==> config.mk <==
export PLATFORM = sky130hd
export DESIGN_NAME = sp_ram_req_ctrl
export DESIGN_NICKNAME = d
export VERILOG_FILES = /design/src/rtl/sp_ram_req_ctrl.sv
export SDC_FILE = /design/constraint.sdc
export NUM_CORES = 1
export LEC_CHECK = 0
export ABC_CLOCK_PERIOD_IN_PS = 5300
export BUFFER_PORTS_ARGS = -buffer_cell sky130_fd_sc_hd__buf_2
export CAP_MARGIN = 20
export CORE_ASPECT_RATIO = 0.6
export CORE_UTILIZATION = 45
export CTS_CLUSTER_SIZE = 8
export DETAILED_ROUTE_END_ITERATION = 12
export GPL_ROUTABILITY_DRIVEN = 0
export PLACE_DENSITY_LB_ADDON = 0.3
export RECOVER_POWER = 25
export SKIP_LAST_GASP = 1
export SYNTH_ARGS = -nofsm -noshare
export SYNTH_HDL_FRONTEND = slang
export SYNTH_SLANG_ARGS = --single-unit
==> constraint.sdc <==
create_clock -name CLK -period 5.3 [get_ports CLK]
set_input_delay 0 -clock CLK [delete_from_list [all_inputs] [get_ports CLK]]
set_output_delay 0 -clock CLK [all_outputs]
set_load 0.05 [all_outputs]
==> src/rtl/sp_ram_req_ctrl.sv <==
// Request controller in front of a single-port RAM: round-robin write/read arbitration,
// one access per cycle, and a 2-entry credit-guarded response FIFO for read data.
module sp_ram_req_ctrl #(
  parameter int ADDR_WIDTH = 8,
  parameter int DATA_WIDTH = 32
) (
  input  logic                  CLK,
  input  logic                  RST,
  input  logic                  wr_valid,
  output logic                  wr_ready,
  input  logic [ADDR_WIDTH-1:0] wr_addr,
  input  logic [DATA_WIDTH-1:0] wr_data,
  input  logic [DATA_WIDTH-1:0] wr_mask,
  input  logic                  rd_valid,
  output logic                  rd_ready,
  input  logic [ADDR_WIDTH-1:0] rd_addr,
  output logic                  rsp_valid,
  input  logic                  rsp_ready,
  output logic [DATA_WIDTH-1:0] rsp_data,
  output logic [ADDR_WIDTH-1:0] mem_A,
  output logic [DATA_WIDTH-1:0] mem_DI,
  output logic [DATA_WIDTH-1:0] mem_BW,
  output logic                  mem_CE,
  output logic                  mem_RDWEN,
  input  logic [DATA_WIDTH-1:0] mem_DO
);

  logic                  run_r;
  logic                  inflight_r;
  logic                  prefer_wr_r;
  logic [1:0]            count_r;
  logic                  wptr_r;
  logic                  rptr_r;
  logic [DATA_WIDTH-1:0] fifo_r [2];

  logic       pop_s;
  logic [2:0] occ_s;
  logic       rd_elig_s;
  logic       wr_elig_s;
  logic       wr_fire_s;
  logic       rd_fire_s;

  assign rsp_valid = (count_r != 2'd0);
  assign rsp_data  = fifo_r[rptr_r];

  // Eligibility and arbitration; a side's ready never looks at its own valid.
  always_comb begin
    pop_s     = rsp_valid && rsp_ready;
    occ_s     = {1'b0, count_r} + {2'b00, inflight_r} - {2'b00, pop_s};
    wr_elig_s = run_r;
    rd_elig_s = run_r && (occ_s < 3'd2);
    rd_ready  = rd_elig_s && (!(wr_valid && wr_elig_s) || !prefer_wr_r);
    wr_ready  = wr_elig_s && (!(rd_valid && rd_elig_s) || prefer_wr_r);
    wr_fire_s = wr_valid && wr_ready;
    rd_fire_s = rd_valid && rd_ready;
  end

  // RAM port mux: idle cycles drive all-zero command fields.
  always_comb begin
    mem_CE    = 1'b0;
    mem_RDWEN = 1'b0;
    mem_A     = {ADDR_WIDTH{1'b0}};
    mem_DI    = {DATA_WIDTH{1'b0}};
    mem_BW    = {DATA_WIDTH{1'b0}};
    if (wr_fire_s) begin
      mem_CE    = 1'b1;
      mem_RDWEN = 1'b1;
      mem_A     = wr_addr;
      mem_DI    = wr_data;
      mem_BW    = wr_mask;
    end else if (rd_fire_s) begin
      mem_CE    = 1'b1;
      mem_A     = rd_addr;
    end else begin
      mem_CE    = 1'b0;
    end
  end

  // Control state: enable flag, read pipeline, arbitration pointer and FIFO bookkeeping.
  always_ff @(posedge CLK or posedge RST) begin
    if (RST) begin
      run_r       <= 1'b0;
      inflight_r  <= 1'b0;
      prefer_wr_r <= 1'b0;
      count_r     <= 2'd0;
      wptr_r      <= 1'b0;
      rptr_r      <= 1'b0;
      fifo_r[0]   <= {DATA_WIDTH{1'b0}};
      fifo_r[1]   <= {DATA_WIDTH{1'b0}};
    end else begin
      run_r      <= 1'b1;
      inflight_r <= rd_fire_s;
      if (wr_fire_s) begin
        prefer_wr_r <= 1'b0;
      end else if (rd_fire_s) begin
        prefer_wr_r <= 1'b1;
      end
      // RAM data is valid only in the cycle after the read grant.
      if (inflight_r) begin
        fifo_r[wptr_r] <= mem_DO;
        wptr_r         <= ~wptr_r;
      end
      if (pop_s) begin
        rptr_r <= ~rptr_r;
      end
      count_r <= count_r + {1'b0, inflight_r} - {1'b0, pop_s};
    end
  end

endmodule

==> key figures <==
Detailed routing
  – 1st-pass router iterations: 4
  – Post-DRT Antenna Nets: 0
  – WL final: a little under 10,000 um
  – DRC violation count after routing: 0
  – Average wire per standard cell: roughly 15 um
  – Iteration-0 DRC Markers: roughly 110
  – Total vias in the final route: 3,170
  – Vias per cell: 4.72

Critical path
  – Worst-path maximum fanout: 65
  – Required @ worst endpoint: 5300 ps
  – Critical Path Source: count_r[1]$_DFF_PP0_
  – Crit path largest cell delay: 430 ps
  – Crit end category: output pin
  – Slowest CP cell: dfrtp_1
  – Worst setup SP type: register
  – CP Cell Sequence: or2_2 -> and2_1 -> ha_1 -> inv_1 -> ha_1 -> inv_1 -> fa_1 -> xor2_1 -> o31a_1 -> buf_4 -> and2_1 -> buf_2
  – Crit path kind: register to output pin
  – CP Data Arrival Time: 3580 ps
  – Reg2reg start: count_r[1]$_DFF_PP0_

STA
  – Max Fclk: 0.279 GHz
  – Worst Tran Pin Value: 2060 ps
  – Fin crit share: 67.5%
  – Clk_skew: ~3.6 ps
  – Final Hold Fails: 0
  – Relative slew slack: -37.6%
  – Worst setup margin: 1720 ps
  – RSZ-0062 raised after global routing: false
  – Setup_tns: 0 ps
  – Slew Viols, Final: 41
  – Period minus WS final: around 3600 ps
  – Setup violators final: 0
  – Final Hold Slack: approximately 21 ps

Yosys
  – Ys async rst share: 100%
  – Post-synth top area share: 47.9%
  – Ranking of synthesized cells by area: dfrtp_1 (48%), mux2_2 (29%), and2_1 (11%)
  – Post-synth EDFFs: 0
  – Most common cell in the netlist: mux2_2
  – Largest area contributor in the synthesized netlist: dfrtp_1
  – Synthesized cell area: 0.00371 mm2
  – Post-synthesis cell type count: 26
  – Yosys reg bits: 71
  – Syn. warnings: 0
  – Syn_area_per_cell: 12.1 um2
  – Top cells by count, synth: mux2_2 (94), dfrtp_1 (71), and2_1 (66)
  – Gate Count Post-Synth: between 300 and 400
  – Post-synthesis sequential area ratio: between 40% and 50%
  – Post-synth net total: 427
  – Dominant synthesized flop cell: dfrtp_1

Min path
  – Hold_sp: rsp_ready
  – HP Class: primary input to register

Cells and area
  – Post-Layout Cell Count: 672
  – Share of cells above drive strength 1: between 50% and 60%
  – # fillers: 611
  – Nets: 680
  – Post-layout util: 69.2%
  – P&R area growth vs syn: 47.5%
  – Antenna Cells: 0

GRT
  – GRT Util Overall: 23.3%
  – Vias in the first global route: 3,144
  – Global-route wire length before repair: 15,400 um
  – Number of antenna violations at the first check in global routing: 0
  – Overflow left after global routing: 0
  – Largest net degree at the start of global routing: 66

Place
  – Placed cells: between 600 and 700
  – Post-Place Worst Slack: around 2100 ps
  – Dpl hpwl: 7060 um
  – Port buffer count: 225

Floorplan
  – Die ar.: 0.00862 mm2
  – Die Wd: 119 um
  – Starting Density: 46.9%
  – Ports placed on the boundary: approximately 230
  – Core area: 0.00791 mm2
  – Cell Rows: 25
  – Die H: 72.3 um

Power and ir drop
  – Leak pwr: 2.82 nW
  – PD cells: 651 mW/mm2
  – Peak VDD IR: between 0.5 and 0.6 mV

Clock network
  – CTS tree: yes
  – Hold-fix buffers, CTS: 33
  – Clock slew at reported path FFs: 50 ps
  – Clk_lat worst skew: between 300 and 400 ps
  – Setup Buffers After CTS: 0
  – CTS Buf Count: 9
  – CTS Buffer Depth: 2
  – Clk root buf: clkbuf_16
  – Htree depth: 3
  – Clk sinks: 71
  – CTS resizes: 0

Status
  – Failing checks: max-capacitance violations, max-slew violations
  – Status: finished, violations left

Flow run
  – Max-Cap Viols: 1
## final cells by class
| cell class | instances | area (um2) | share of cell area, % |
|---|---|---|---|
| Clock buffer | 15 | 278 | 5.08 |
| Multi-Input combinational cell | 210 | 1780 | 32.5 |
| Tap cell | 108 | 135 | 2.47 |
| Timing Repair Buffer | 262 | 1480 | 27.1 |
| Inverter | 6 | 22.5 | 0.412 |
| Sequential cell | 71 | 1780 | 32.5 |
## final timing paths
kind                                          end  slack, ps  cells past startpoint
min in group asynchronous  fifo_r[49]$_DFFE_PP0P_        520                      3
max                                     mem_BW[6]       1720                     12
max reg2reg                  inflight_r$_DFF_PP0_       2530                     10
max in group asynchronous  fifo_r[61]$_DFFE_PP0P_       2290                      4
min reg2reg                    wptr_r$_DFFE_PP0P_        490                      1
min                            rptr_r$_DFFE_PP0P_         20                      3
## sequential cells by signal, indices dropped and copies added, names as in the netlist
register and flops:
wptr_r 1, inflight_r 1, count_r 2, fifo_r 64, prefer_wr_r 1, rptr_r 1
run_r 1
## critical path, delay by kind of cell, from the launching register on
family	cells	cell delay, ps
AOI/OAI and AO/OA	1	190
DFF	1	430
and+or+nand+nor	3	700
buffers and inverters	4	760
adders and majority gates	3	830
xor gates and xnor gates	1	320
## kinds of logic (layout without fill, tap and decap cells)
family | Yosys count | count (layout) | synth area share, %
other | 1 | 1 | 0.101
and+or+nand+nor | 95 | 95 | 14.5
buffers and inverters | 26 | 283 | 4.22
AOI/OAI and AO/OA | 11 | 11 | 1.99
DFF | 71 | 71 | 47.9
adders and majority gates | 3 | 3 | 1.21
muxes | 96 | 96 | 29.1
xor gates and xnor gates | 4 | 4 | 0.945
## routing by layer
layer  wire length (um)  vias up  track usage [%]  share of wire, %
met5                  0        -                0                 0
met4                 55        0             5.06              0.56
met3                741        6             8.18               7.6
met2               4850      114             39.7                50
met1               4140     1509             29.0                42
li1                   -     1541                -                 -
## stage by stage
stage	power (mW)	instance area (um2)
floorplan	2.59	3710
CTS	3.59	5480
global route	3.75	5470
detailed placement	3.00	4870
global placement	2.94	4870
finish	3.56	5470
## power by group
part | switching [mW] | leakage (nW) | internal, mW | total, mW
registers | 0.160 | 0.830 | 0.818 | 0.978
clock network | 0.203 | 0.136 | 0.353 | 0.555
logic | 1.34 | 1.86 | 0.687 | 2.03
total | 1.71 | 2.82 | 1.86 | 3.56
## layout by cell type, fill, tap and decap left out, drive strengths merged
| cell | count |
|---|---|
| mux2 | 96 |
| conb | 1 |
| buf | 227 |
| ha | 2 |
| dlygate4sd3 | 33 |
| nand2b | 1 |
| nor2 | 4 |
| and2 | 66 |
| nand2 | 19 |
| o31a | 1 |
| nor3 | 2 |
| nand4 | 1 |
| dfrtp | 71 |
| xnor2 | 1 |
| a31oi | 1 |
| inv | 6 |
| o22a | 1 |
| nand3 | 1 |
| or2 | 1 |
| xor2 | 3 |
| clkbuf | 17 |
| fa | 1 |
| o22ai | 8 |
Note: power is estimated with default switching activity, not from simulation.
